==> config.mk <==
export PLATFORM = sky130hd
export DESIGN_NAME = flt2int_seq_flat
export DESIGN_NICKNAME = d
export VERILOG_FILES = /design/src/rtl/flt2int_seq_if.sv /design/src/rtl/flt2int_seq.sv /design/src/flat_wrapper.sv
export SDC_FILE = /design/constraint.sdc
export NUM_CORES = 1
export LEC_CHECK = 0
export ABC_AREA = 1
export BUFFER_PORTS_ARGS = -buffer_cell sky130_fd_sc_hd__buf_2
export CORE_ASPECT_RATIO = 0.8
export CORE_UTILIZATION = 28
export DETAILED_ROUTE_END_ITERATION = 10
export SYNTH_ARGS = -nofsm -noshare
export SYNTH_HDL_FRONTEND = slang
export SYNTH_SLANG_ARGS = --single-unit
==> constraint.sdc <==
create_clock -name clk -period 2.6 [get_ports clk]
set_input_delay 0.13 -clock clk [delete_from_list [all_inputs] [get_ports clk]]
set_output_delay 0.13 -clock clk [all_outputs]
set_load 0.05 [all_outputs]
==> src/rtl/flt2int_seq_if.sv <==
// ---------------------------------------------------------------------------
// flt2int_seq_if -- byte-wide data memory port used by flt2int_seq.
//
// Signals:
//   mem_addr  [ADDR_W-1:0]  byte address
//   mem_rd                  read strobe
//   mem_wr                  write strobe
//   mem_wdata [7:0]         write data
//   mem_rdata [7:0]         read data, combinational from mem_addr
//
// Modports:
//   master  -- the converter (drives address/strobes/wdata, reads rdata)
//   slave   -- the memory model (returns rdata)
// ---------------------------------------------------------------------------
interface flt2int_seq_if #(
    parameter int ADDR_W = 8
);
    logic [ADDR_W-1:0] mem_addr;
    logic              mem_rd;
    logic              mem_wr;
    logic [7:0]        mem_wdata;
    logic [7:0]        mem_rdata;

    modport master (
        output mem_addr,
        output mem_rd,
        output mem_wr,
        output mem_wdata,
        input  mem_rdata
    );

    modport slave (
        input  mem_addr,
        input  mem_rd,
        input  mem_wr,
        input  mem_wdata,
        output mem_rdata
    );
endinterface

==> src/rtl/flt2int_seq.sv <==
// ---------------------------------------------------------------------------
// flt2int_seq -- sequential half-precision float to signed integer converter.
//
// Each job (started by a falling edge of start seen in IDLE) converts N_ITEMS
// little-endian IEEE halves starting at SRC_BASE into little-endian signed
// OUT_W-bit integers written from DST_BASE, saturating out-of-range values.
//
// Ports:
//   clk        system clock
//   reset      synchronous, active-high reset
//   start      job request; the job begins on its falling edge
//   done       one-cycle pulse when the job completes
//   busy       high from the job start edge through the done cycle
//   sat_count  number of saturated items in the current or last job (holds at 127)
//   bus        byte-wide memory master port (flt2int_seq_if.master)
//
// Optional feature macro: FLT2INT_ROUND_EN
//   defined   -> round to nearest even on the guard/sticky bits
//   undefined -> truncate toward zero
// ---------------------------------------------------------------------------
module flt2int_seq #(
    parameter int OUT_W    = 16,
    parameter int N_ITEMS  = 1,
    parameter int SRC_BASE = 4,
    parameter int DST_BASE = 6,
    parameter int ADDR_W   = 8
) (
    input  logic                 clk,
    input  logic                 reset,
    input  logic                 start,
    output logic                 done,
    output logic                 busy,
    output logic [6:0]           sat_count,
    flt2int_seq_if.master        bus
);
    localparam int B    = OUT_W / 8;
    localparam int BI_W = $clog2(B);

    // Saturation limits on the rounded magnitude, and the saturated results.
    localparam logic [OUT_W:0]   POS_LIM = {2'b00, {(OUT_W-1){1'b1}}};
    localparam logic [OUT_W:0]   NEG_LIM = {2'b01, {(OUT_W-1){1'b0}}};
    localparam logic [OUT_W-1:0] MAX_RES = {1'b0, {(OUT_W-1){1'b1}}};
    localparam logic [OUT_W-1:0] MIN_RES = {1'b1, {(OUT_W-1){1'b0}}};

    typedef enum logic [2:0] {IDLE, RD_LO, RD_HI, CONV, WR, DONE} state_t;

    state_t            state_reg, state_next;
    logic              start_q;
    logic [6:0]        item_idx_reg;
    logic [BI_W-1:0]   byte_idx_reg;
    logic [7:0]        lo_reg, hi_reg;
    logic [OUT_W-1:0]  result_reg;
    logic [6:0]        sat_count_reg;

    logic trigger, last_byte, last_item;
    assign trigger   = start_q && !start;
    assign last_byte = (byte_idx_reg == BI_W'(B-1));
    assign last_item = (item_idx_reg == 7'(N_ITEMS-1));

    // ---------------- conversion datapath ----------------
    logic [15:0]      f;
    logic             f_s;
    logic [4:0]       f_e, e_eff;
    logic [9:0]       f_m;
    logic [10:0]      sig;
    logic [15:0]      int_part;
    logic             rnd_inc;
    logic [OUT_W:0]   mag_rnd;
    logic             is_nan, exp_big, mag_over, conv_sat;
    logic [OUT_W-1:0] conv_result;

    assign f     = {hi_reg, lo_reg};
    assign f_s   = f[15];
    assign f_e   = f[14:10];
    assign f_m   = f[9:0];
    assign sig   = {f_e != 5'd0, f_m};
    assign e_eff = (f_e == 5'd0) ? 5'd1 : f_e;

    // Shifting sig left by e_eff yields the value scaled by 2^25, so bits
    // [40:25] are the integer part and [24:0] the discarded fraction. This
    // covers both the left (e_eff>25) and right (e_eff<25) shift cases.
    assign int_part = 16'(({30'b0, sig} << e_eff) >> 25);

`ifdef FLT2INT_ROUND_EN
    logic [24:0] frac;
    assign frac    = 25'({30'b0, sig} << e_eff);
    // guard = frac[24], sticky = |frac[23:0]; ties go to the even integer.
    assign rnd_inc = frac[24] & ((|frac[23:0]) | int_part[0]);
`else
    assign rnd_inc = 1'b0;
`endif

    always_comb begin
        mag_rnd  = {{(OUT_W-15){1'b0}}, int_part} + (OUT_W+1)'(rnd_inc);
        is_nan   = (f_e == 5'd31) && (f_m != 10'd0);
        exp_big  = (int'(f_e) - 15) >= (OUT_W - 1);
        mag_over = f_s ? (mag_rnd > NEG_LIM) : (mag_rnd > POS_LIM);
        conv_sat = (f_e == 5'd31) || exp_big || mag_over;
        if (conv_sat)
            conv_result = (f_s && !is_nan) ? MIN_RES : MAX_RES;
        else if (f_s)
            conv_result = -mag_rnd[OUT_W-1:0];
        else
            conv_result = mag_rnd[OUT_W-1:0];
    end

    // Result split into bytes so the write mux indexes a B-entry array.
    logic [7:0] res_bytes [B];
    generate
        for (genvar gi = 0; gi < B; gi++) begin : g_bytes
            assign res_bytes[gi] = result_reg[8*gi +: 8];
        end
    endgenerate

    // ---------------- FSM: next state and outputs ----------------
    always_comb begin
        state_next    = state_reg;
        bus.mem_addr  = '0;
        bus.mem_rd    = 1'b0;
        bus.mem_wr    = 1'b0;
        bus.mem_wdata = 8'd0;
        done          = 1'b0;
        busy          = (state_reg != IDLE);
        case (state_reg)
            IDLE: if (trigger) state_next = RD_LO;
            RD_LO: begin
                bus.mem_rd   = 1'b1;
                bus.mem_addr = ADDR_W'(SRC_BASE + 2*int'(item_idx_reg));
                state_next   = RD_HI;
            end
            RD_HI: begin
                bus.mem_rd   = 1'b1;
                bus.mem_addr = ADDR_W'(SRC_BASE + 2*int'(item_idx_reg) + 1);
                state_next   = CONV;
            end
            CONV: state_next = WR;
            WR: begin
                bus.mem_wr    = 1'b1;
                bus.mem_addr  = ADDR_W'(DST_BASE + B*int'(item_idx_reg) + int'(byte_idx_reg));
                bus.mem_wdata = res_bytes[byte_idx_reg];
                if (last_byte) state_next = last_item ? DONE : RD_LO;
            end
            DONE: begin
                done       = 1'b1;
                state_next = IDLE;
            end
            default: state_next = IDLE;
        endcase
    end

    // ---------------- state and datapath registers ----------------
    always_ff @(posedge clk) begin
        if (reset) begin
            state_reg     <= IDLE;
            start_q       <= 1'b0;
            item_idx_reg  <= 7'd0;
            byte_idx_reg  <= '0;
            lo_reg        <= 8'd0;
            hi_reg        <= 8'd0;
            result_reg    <= '0;
            sat_count_reg <= 7'd0;
        end else begin
            state_reg <= state_next;
            start_q   <= start;
            case (state_reg)
                IDLE: if (trigger) begin
                    sat_count_reg <= 7'd0;
                    item_idx_reg  <= 7'd0;
                    byte_idx_reg  <= '0;
                end
                RD_LO: lo_reg <= bus.mem_rdata;
                RD_HI: hi_reg <= bus.mem_rdata;
                CONV: begin
                    result_reg <= conv_result;
                    if (conv_sat && sat_count_reg != 7'd127)
                        sat_count_reg <= sat_count_reg + 7'd1;
                end
                WR: begin
                    if (last_byte) begin
                        byte_idx_reg <= '0;
                        if (!last_item) item_idx_reg <= item_idx_reg + 7'd1;
                    end else begin
                        byte_idx_reg <= byte_idx_reg + 1'b1;
                    end
                end
                default: ;
            endcase
        end
    end

    assign sat_count = sat_count_reg;

endmodule

==> src/flat_wrapper.sv <==
// flat-port wrapper written by rule: the top's interface ports become plain ports
module flt2int_seq_flat 
#(
    parameter int OUT_W    = 16,
    parameter int N_ITEMS  = 1,
    parameter int SRC_BASE = 4,
    parameter int DST_BASE = 6,
    parameter int ADDR_W   = 8
)
  (clk, reset, start, done, busy, sat_count, bus_mem_addr, bus_mem_rd, bus_mem_wr, bus_mem_wdata, bus_mem_rdata);
  flt2int_seq_if #(.ADDR_W(ADDR_W)) bus_i ();
  input  logic clk;
  input  logic reset;
  input  logic start;
  output logic done;
  output logic busy;
  output logic [6:0] sat_count;
  output wire logic [$bits(bus_i.mem_addr)-1:0] bus_mem_addr;
  output wire logic [$bits(bus_i.mem_rd)-1:0] bus_mem_rd;
  output wire logic [$bits(bus_i.mem_wr)-1:0] bus_mem_wr;
  output wire logic [$bits(bus_i.mem_wdata)-1:0] bus_mem_wdata;
  input wire logic [$bits(bus_i.mem_rdata)-1:0] bus_mem_rdata;
  assign bus_mem_addr = bus_i.mem_addr;
  assign bus_mem_rd = bus_i.mem_rd;
  assign bus_mem_wr = bus_i.mem_wr;
  assign bus_mem_wdata = bus_i.mem_wdata;
  assign bus_i.mem_rdata = bus_mem_rdata;
  flt2int_seq #(.OUT_W(OUT_W), .N_ITEMS(N_ITEMS), .SRC_BASE(SRC_BASE), .DST_BASE(DST_BASE), .ADDR_W(ADDR_W)) u_core (.clk(clk), .reset(reset), .start(start), .done(done), .busy(busy), .sat_count(sat_count), .bus(bus_i));
endmodule
==> results.toml, run 1 <==
[sta]
tns_ns = 0
worst_pin_slew_ns = 0.639
clock_skew_ns = 0.0182
setup_violations = 0
fmax_mhz = 419
finalHoldViolations = 0
relSlewSlack_pct = 57.1
report.final.slew_viol_count = 0
fin_crit_ns = 2.39
min_period_over_period_pct = 91.8
hold_ws_ns = 0.0585
rsz0062_at_grt = "false"

[global_route]
grt_util_all_layers_pct = 15.3
antenna_found_initial = 0
grt_pass1_vias = 3531
grt_first_pass_wirelength_mm = 17.6
grt_overflow = 0
grt_start_max_net_pins = 19

[setup_path]
worstReg2RegEnd = "u_core.result_reg[6]$_SDFFE_PP0P_"
reg2reg_slack_ns = 0.21
cp-start-kind = "flop"
timing.rr.start = "u_core.hi_reg[3]$_SDFFE_PP0P_"
r2r_cells = 17
critical_path_class = "reg -> reg"
critPathLaunch = "u_core.hi_reg[3]$_SDFFE_PP0P_"
cp.required_ns = 2.79
crit_end = "u_core.result_reg[6]$_SDFFE_PP0P_"
critPathMaxFanout = 9
end_kind = "flop"
worstPathArrival_ns = 2.58

[clock_network]
insertion_delay_ns = 0.29
clk_pin_slew_worst_paths_ns = 0.08
clock-root-buffer = "clkbuf_16"
htreeDepth = 2
cts.path.max_buffers = 2
cts_tree = "done"
cts_buffers = 5
cts.sinks = 51

[power_and_ir_drop]
power.density_nw_per_um2 = 1160
combinationalPowerShare_pct = 65.3
switchingPower_uw = 2790
switching_share_pct = 53.6
clockPowerShare_pct = 12.8
p_int_uw = 2420
ir_drop_uv = 550
power_leakage_uw = 0.00218
seq_power_share_pct = 21.9

[placement]
port_buffers = 37
gp_congestion = 0.875
post-dp-hpwl_mm = 8.27
placed_area_sq_um = 4250

[drt]
viasPerCell = 4.84
drc_errors = 0
drt-total-wl_mm = 10.6
drt_iter0_markers = 322
via_count = 4088
ant_nets = 0
firstDrtPassIters = 6
routedWlPerCell_microns = 12.6

[layout]
num_antenna_cells = 0
fin_util_pct = 34.4
nets = 688
fin_area_sq_um = 4490
mostFrequentLayoutCells = "nand2_1 (112), nand3_1 (100), inv_1 (83)"
nFillCells = 1457
final_common_cell = "nand2_1"
largest_reg_flops = 16
drive_gt1_share_pct = 16.4
area_growth_pct = 18.5

[floorplan]
die_h_microns = 106
io_pins = 38
core.rowCount = 37
die_w_microns = 132
fp.coreArea_sq_um = 13100
die_area_sq_um = 14000
start_util_pct = 29.0

[yosys]
ys_types = 38
avgSynthCellArea_sq_um = 6.14
ys.flop_type = "dfxtp_1"
synthTopCellsByArea = "dfxtp_1 (27%), nand3_1 (13%), nand2_1 (11%)"
ys_seq_elements = 51
syn_inst = 618
async_reset_ff_share_pct = 0
synth_top_area_share_pct = 26.9
synth-edff-count = 0
yosysTopAreaCell = "dfxtp_1"
synth_nets = 637
netlist_area_sq_um = 3790
yosysSeqAreaShare_pct = 26.9
ys_warn_count = 0

[outcome]
status = "complete, no violations"

[run]
drv_cap = 0

[min_path]
hold_path_class = "in -> reg"
area by class of cell:
type / instances / area, sq um / share of cell area, %
clock buffer: 5 / 125 / 2.78
sequential: 51 / 1020 / 22.8
tap: 175 / 219 / 4.87
multi-input combinational: 459 / 2370 / 52.8
timing repair buffer: 64 / 392 / 8.71
inverter: 88 / 339 / 7.54
clock inverter: 3 / 22.5 / 0.501
per-stage QoR:
stage | instances | setup slack (ns) | power, uW
2_1_floorplan | 618 | 0.128 | 3600
3_3_place_gp | 830 | 0.0970 | 4310
3_5_place_dp | 830 | 0.0671 | 4290
4_1_cts | 838 | 0.0281 | 4970
5_1_grt | 845 | 0.00127 | 5670
6_report | 845 | 0.212 | 5210
repair_timing:
action	in CTS	in global routing
hold buffers	0	0
endpoints found under the setup margin	0	23
gates resized for setup	0	11
buffers inserted	0	4
cell families (layout without fill, tap and decap cells):
family,after synthesis,in the layout,share of synthesized area (%)
DFF,51,51,26.9
AOI/OAI and AO/OA,127,127,17.9
and+or+nand+nor,310,313,37.9
buffers and inverters,111,160,12.0
adders and majority gates,8,8,2.64
xor gates and xnor gates,11,11,2.54
worst max-delay path: stages (launching register included):
cell and delay, ns:
dfxtp_2 0.37, buf_6 0.15, clkinvlp_4 0.14, buf_4 0.19
nand3_1 0.12, nand3_1 0.13, nand3_1 0.22, nand3b_1 0.14
nor2_1 0.13, nand2_2 0.09, nand2_2 0.08, nand2_4 0.06
nand2_2 0.08, nand2_4 0.09, inv_4 0.11, o21ai_1 0.08
nand2_1 0.06, inv_1 0.04
power groups by stage:
stage                     sequential (uW)  clock [uW]  combinational [uW]
after global placement               1150           0                3160
after CTS                            1130         687                3150
after floorplan                      1200           0                2390
after detailed placement             1150           0                3140
final                                1140         666                3400
after global routing                 1170         718                3790
synthesized netlist by cell type, types with 8 or more instances:
library cell,n
nand2_1,113
nand3_1,101
inv_1,84
a21oi_1,60
dfxtp_1,51
nor2_1,50
o21ai_0,50
nor3_1,12
clkbuf_1,11
nand2_2,11
ha_1,8
how the worst min path moves through the flow:
stage                     start                   endpoint  slack [ns]  depth (start not counted)
after floorplan           start  u_core.start_q$_SDFF_PP0_        0.26                          2
after global placement    start  u_core.start_q$_SDFF_PP0_        0.37                          3
after detailed placement  start  u_core.start_q$_SDFF_PP0_        0.37                          3
after CTS                 start  u_core.start_q$_SDFF_PP0_        0.06                          3
after global routing      start  u_core.start_q$_SDFF_PP0_        0.08                          3
final                     start  u_core.start_q$_SDFF_PP0_        0.06                          3
per-layer routing:
layer | GRT usage [%] | vias up | share of wire, %
li1 | - | 2152 | -
met1 | 23.6 | 1796 | 52
met2 | 22.3 | 134 | 41
met3 | 2.29 | 6 | 6.8
met4 | 2.49 | 0 | 0.49
met5 | 0 | - | 0
Note: power is estimated with default switching activity, not from simulation.
==> run 2: changes to the inputs <==
Settings changed: ABC_AREA 1 to default, CTS_CLUSTER_SIZE from default to 14.
==> run 2 against run 1 <==
  * Area after synthesis fell by 3.7%
  * Via count fell by 4.5%
  * Clock skew fell by 0.010 ns
  * The flow now finishes with violations (negative setup slack)
  * Worst hold slack improved by 0.00060 ns
  * Sequential share of layout area fell by 3.2 points
  * Global-route usage rose by 2.7 points
  * Sequential cell count did not move
  * Critical path type unchanged
  * Sequential power fell by 28%
==> results.toml, run 2 <==
[power_and_ir_drop]
power_leakage_uw = 0.00207
ir_drop_uv = 264
power.density_nw_per_um2 = 364

[yosys]
syn_inst = 461
synth_nets = 480
ys_types = 69
yosysTopAreaCell = "dfxtp_1"
async_reset_ff_share_pct = 0
ys.flop_type = "dfxtp_1"
netlist_area_sq_um = 3650
ys_warn_count = 0
synth-edff-count = 0
synth_top_area_share_pct = 27.9
synth.most_common_cell = "nor2_1"
yosysSeqAreaShare_pct = 27.9
ys_seq_elements = 51
avgSynthCellArea_sq_um = 7.93
synth_commonest_cells = "nor2_1 (68), dfxtp_1 (51), nand2_1 (34), mux2i_1 (30)"
synthTopCellsByArea = "dfxtp_1 (28%), mux2i_1 (8.2%), nor2_1 (7.0%)"

[floorplan]
die_area_sq_um = 13500
die_w_microns = 130
die_h_microns = 104
fp.coreArea_sq_um = 12400
io_pins = 38
start_util_pct = 29.4
core.rowCount = 36

[clock_network]
htreeDepth = 2
cts_tree = "done"
clk_pin_slew_worst_paths_ns = 0.07
clock-root-buffer = "clkbuf_16"
cts_buffers = 5
insertion_delay_ns = 0.31
cts.sinks = 51
cts.path.max_buffers = 2

[sta]
report.final.slew_viol_count = 0
min_period_over_period_pct = 114
setup_slack_ns = -0.352
tns_ns = -5.81
fin_crit_ns = 2.95
setup_violations = 23
worst_pin_slew_ns = 0.627
relSlewSlack_pct = 58.2
rsz0062_at_grt = "true"
clock_skew_ns = 0.00816
hold_ws_ns = 0.0591
fmax_mhz = 339
finalHoldViolations = 0

[drt]
via_count = 3903
viasPerCell = 5.20
firstDrtPassIters = 4
drc_errors = 0
ant_nets = 0
drt-total-wl_mm = 11.6
drt_iter0_markers = 277
routedWlPerCell_microns = 15.5

[setup_path]
critPathMaxFanout = 7
path_cells = "or3_1, buf_6, a31oi_4, a22oi_2, a211o_1, or4b_4, or4_4, o2111a_1, nor4_1"
cp_slowest_stage_delay_ns = 0.56
critical_path_class = "reg -> reg"
cp-start-kind = "flop"
worstPathArrival_ns = 3.17
end_kind = "flop"
crit_path_top_delay_cell = "or4b_4"
cp.required_ns = 2.82

[layout]
nFillCells = 1251
largest_reg_flops = 16
final_common_cell = "buf_4"
mostFrequentLayoutCells = "buf_4 (93), nor2_1 (65), dfxtp_1 (48)"
num_antenna_cells = 0
area_growth_pct = 43.4
fin_area_sq_um = 5240
drive_gt1_share_pct = 38.3
nets = 597

[outcome]
status = "finished with violations"
violations = "negative setup slack"

[global_route]
grt_overflow = 0
use_met1_pct = 24.6
use_met3_pct = 2.78
grt_pass1_vias = 3810
grt_first_pass_wirelength_mm = 19.3
busiest_layer = "met2"
antenna_found_initial = 0
grt_start_max_net_pins = 31
met2_usage_pct = 28.6
grt_util_all_layers_pct = 18.0

[min_path]
hold_path_class = "in -> reg"

[placement]
port_buffers = 37
placed_area_sq_um = 4740
post-dp-hpwl_mm = 8.72
gp_congestion = 0.884

[run]
drv_cap = 0
## run 2: metal layers
layer	wire length [microns]	share of wire [%]
met5	0	0
met4	164	1.4
met3	392	3.4
met2	5340	46
met1	5720	49
## run 2: worst paths after layout
| kind | from | to | slack, ns | cells after the start |
|---|---|---|---|---|
| max | u_core.hi_reg[5]$_SDFFE_PP0P_ | u_core.result_reg[14]$_SDFFE_PP0P_ | -0.35 | 9 |
| min | start | u_core.start_q$_SDFF_PP0_ | 0.06 | 2 |
| min reg2reg | u_core.sat_count[3]$_SDFFE_PP0P_ | u_core.sat_count[3]$_SDFFE_PP0P_ | 0.50 | 2 |
| max reg2reg | u_core.hi_reg[5]$_SDFFE_PP0P_ | u_core.result_reg[14]$_SDFFE_PP0P_ | -0.35 | 9 |
## run 2: stage by stage
step,cells,setup slack [ns],power [uW],util [%]
detailed placement,729,-0.405,1200,38.2
CTS,749,-0.340,1910,41.4
global placement,729,-0.419,1190,38.2
finish,750,-0.352,1910,42.1
floorplan,461,-0.384,1060,-
global route,750,-0.422,1990,42.1
## run 2: where the power goes
| part | internal (uW) | switching (uW) | total, uW | leakage (uW) |
|---|---|---|---|---|
| Clock | 358 | 324 | 682 | 0.0000740 |
| Sequential | 798 | 20.7 | 819 | 0.000413 |
| Combinational | 175 | 229 | 404 | 0.00158 |
## run 2: cell type report
type                    instances  area [sq um]  share of cell area (%)
clock buffers                   5           125                    2.39
repair buffers                143          1050                    20.0
clock inverters                 3          18.8                   0.358
flip-flops and latches         51          1020                    19.6
multi-input cells             364          2760                    52.7
well taps                     171           214                    4.09
inverters                      13          48.8                   0.932
## run 2: logic make-up after synthesis
kind of cell,Yosys count,share of synthesized area [%]
flip-flops,51,27.9
buffers and inverters,46,5.41
AND/OR/NAND/NOR,174,23.4
adder cells (fa/ha/maj),8,2.74
AO/OA/AOI/OAI,133,27.5
XOR/XNOR,16,3.84
multiplexers,33,9.14
## run 2: worst max-delay path: cells and delay by family, from the launching register on
kind | cells | cell delay [ns]
AND/OR/NAND/NOR | 4 | 1.52
AO/OA/AOI/OAI | 4 | 0.86
flip-flops | 1 | 0.33
buffers and inverters | 1 | 0.15
## run 2: repair_timing
item,4_1_cts,5_1_grt
endpoints found under the setup margin,23,25
setup buffers,12,2
hold buffers,0,0
pin swaps,19,7
gates resized for setup,40,14
==> run 3: changes to the inputs <==
==> constraint.sdc (replaced) <==
create_clock -name clk -period 3.5 [get_ports clk]
set_input_delay 0.175 -clock clk [delete_from_list [all_inputs] [get_ports clk]]
set_output_delay 0.175 -clock clk [all_outputs]
set_load 0.02 [all_outputs]
==> run 3 against run 2 <==
  * The run now ends clean
  * Sequential power decreased by 25%
  * First-iteration DRC count shrank 1.8%
  * Maximum frequency shrank 12%
  * Critical path depth is 1 lower
  * Largest cell class unchanged
==> results.toml, run 3 (synthesis gave the netlist of run 2 again) <==
[outcome]
status = "complete, no violations"

[setup_path]
end_kind = "flop"
critPathMaxFanout = 9
worstPathArrival_ns = 3.54
cp-start-kind = "flop"
cp.required_ns = 3.69
critical_path_class = "reg -> reg"

[drt]
drt-total-wl_mm = 10.4
firstDrtPassIters = 4
via_count = 3586
routedWlPerCell_microns = 15.6
drc_errors = 0
viasPerCell = 5.38
drt_iter0_markers = 272
ant_nets = 0

[sta]
finalHoldViolations = 0
clock_skew_ns = 0.00596
relSlewSlack_pct = 51.9
tns_ns = 0
min_period_over_period_pct = 95.6
worst_pin_slew_ns = 0.716
rsz0062_at_grt = "false"
setup_slack_ns = 0.153
setup_violations = 0
report.final.slew_viol_count = 0
fin_crit_ns = 3.35
fmax_mhz = 299

[layout]
num_antenna_cells = 0
nFillCells = 1329
largest_reg_flops = 16
nets = 514
drive_gt1_share_pct = 20.4
layoutNonFillerInstCount = 667
final_common_cell = "nor2_1"
area_growth_pct = 16.9
mostFrequentLayoutCells = "nor2_1 (68), dfxtp_1 (49), buf_2 (37)"

[floorplan]
fp.coreArea_sq_um = 12400
core.rowCount = 36
die_w_microns = 130
die_area_sq_um = 13500
io_pins = 38
start_util_pct = 29.4
die_h_microns = 104

[clock_network]
cts.path.max_buffers = 2
cts_hold_buf = 0
insertion_delay_ns = 0.29
cts_buffers = 5
cts_tree = "done"
clock-root-buffer = "clkbuf_16"
clk_pin_slew_worst_paths_ns = 0.07
cts.sinks = 51
post_cts_resized = 0
post_cts_buffers = 0
htreeDepth = 2

[power_and_ir_drop]
ir_drop_uv = 180
p_total_uw = 1390
combinationalPowerShare_pct = 14.0
clockPowerShare_pct = 41.5
seq_power_share_pct = 44.4
power.density_nw_per_um2 = 324
power_leakage_uw = 0.00159
switching_share_pct = 27.3
p_int_uw = 1010
switchingPower_uw = 379

[global_route]
grt_first_pass_wirelength_mm = 17.6
grt_pass1_vias = 3518
grt_util_all_layers_pct = 16.1
grt_overflow = 0
antenna_found_initial = 0
grt_start_max_net_pins = 31

[run]
drv_cap = 0

[placement]
place_ws_ns = 0.184
post-dp-hpwl_mm = 7.95
placed_cells = 659
gp_congestion = 0.871
port_buffers = 37

[min_path]
hold_path_class = "in -> reg"
## run 3: cell types whose count changed in the layout (fill, tap and decap cells not counted), moves of 5 or more
| cell | delta |
|---|---|
| buf_4 | -70 |
| buf_6 | -11 |
| o21ai_0 | +5 |
| o31ai_1 | +5 |
## run 3: per-layer routing
layer | share of wire (%) | global-route usage (%) | up-vias | routed length, microns
li1 | - | - | 1764 | -
met1 | 48 | 21.5 | 1727 | 5010
met2 | 46 | 26.5 | 79 | 4810
met3 | 4.2 | 2.98 | 16 | 442
met4 | 1.5 | 3.49 | 0 | 157
met5 | 0 | 0 | - | 0
## run 3: path summary, 6_finish.rpt
check | from | end | slack (ns) | cells past startpoint
min reg2reg | u_core.sat_count[5]$_SDFFE_PP0P_ | u_core.sat_count[5]$_SDFFE_PP0P_ | 0.50 | 1
max | u_core.hi_reg[4]$_SDFFE_PP0P_ | u_core.result_reg[14]$_SDFFE_PP0P_ | 0.15 | 8
max reg2reg | u_core.hi_reg[4]$_SDFFE_PP0P_ | u_core.result_reg[14]$_SDFFE_PP0P_ | 0.15 | 8
min | start | u_core.start_q$_SDFF_PP0_ | 0.12 | 2
## run 3: power groups by stage
stage	Combinational, uW	Clock [uW]	Sequential, uW
floorplan	145	0	614
global placement	190	0	628
detailed placement	191	0	628
CTS	192	588	615
global route	214	614	618
finish	195	576	616
## run 3: stage by stage
step | instance area (sq um) | util (%) | hold WS, ns
final | 4270 | 34.4 | 0.122
after CTS | 4250 | 34.2 | 0.115
after floorplan | 3650 | - | 0.303
after global placement | 4080 | 32.8 | 0.414
after detailed placement | 4080 | 32.8 | 0.423
after global routing | 4270 | 34.4 | 0.145
## run 3: final cells by class
| class | count | area (sq um) | share of cell area (%) |
|---|---|---|---|
| tap | 171 | 214 | 5.01 |
| clock buffer | 5 | 125 | 2.93 |
| multi-input combinational | 364 | 2460 | 57.5 |
| inverter | 13 | 48.8 | 1.14 |
| timing repair buffer | 60 | 358 | 8.38 |
| sequential | 51 | 1020 | 24.0 |
| clock inverter | 3 | 46.3 | 1.08 |
## run 3: worst max-delay path, cell delays in order, from the launching register on
cell	delay, ns
dfxtp_1	0.32
or3_1	0.50
and3_4	0.24
a311oi_4	0.33
o221ai_2	0.20
or3_1	0.54
or4_4	0.59
o2111a_1	0.24
nor4_1	0.30
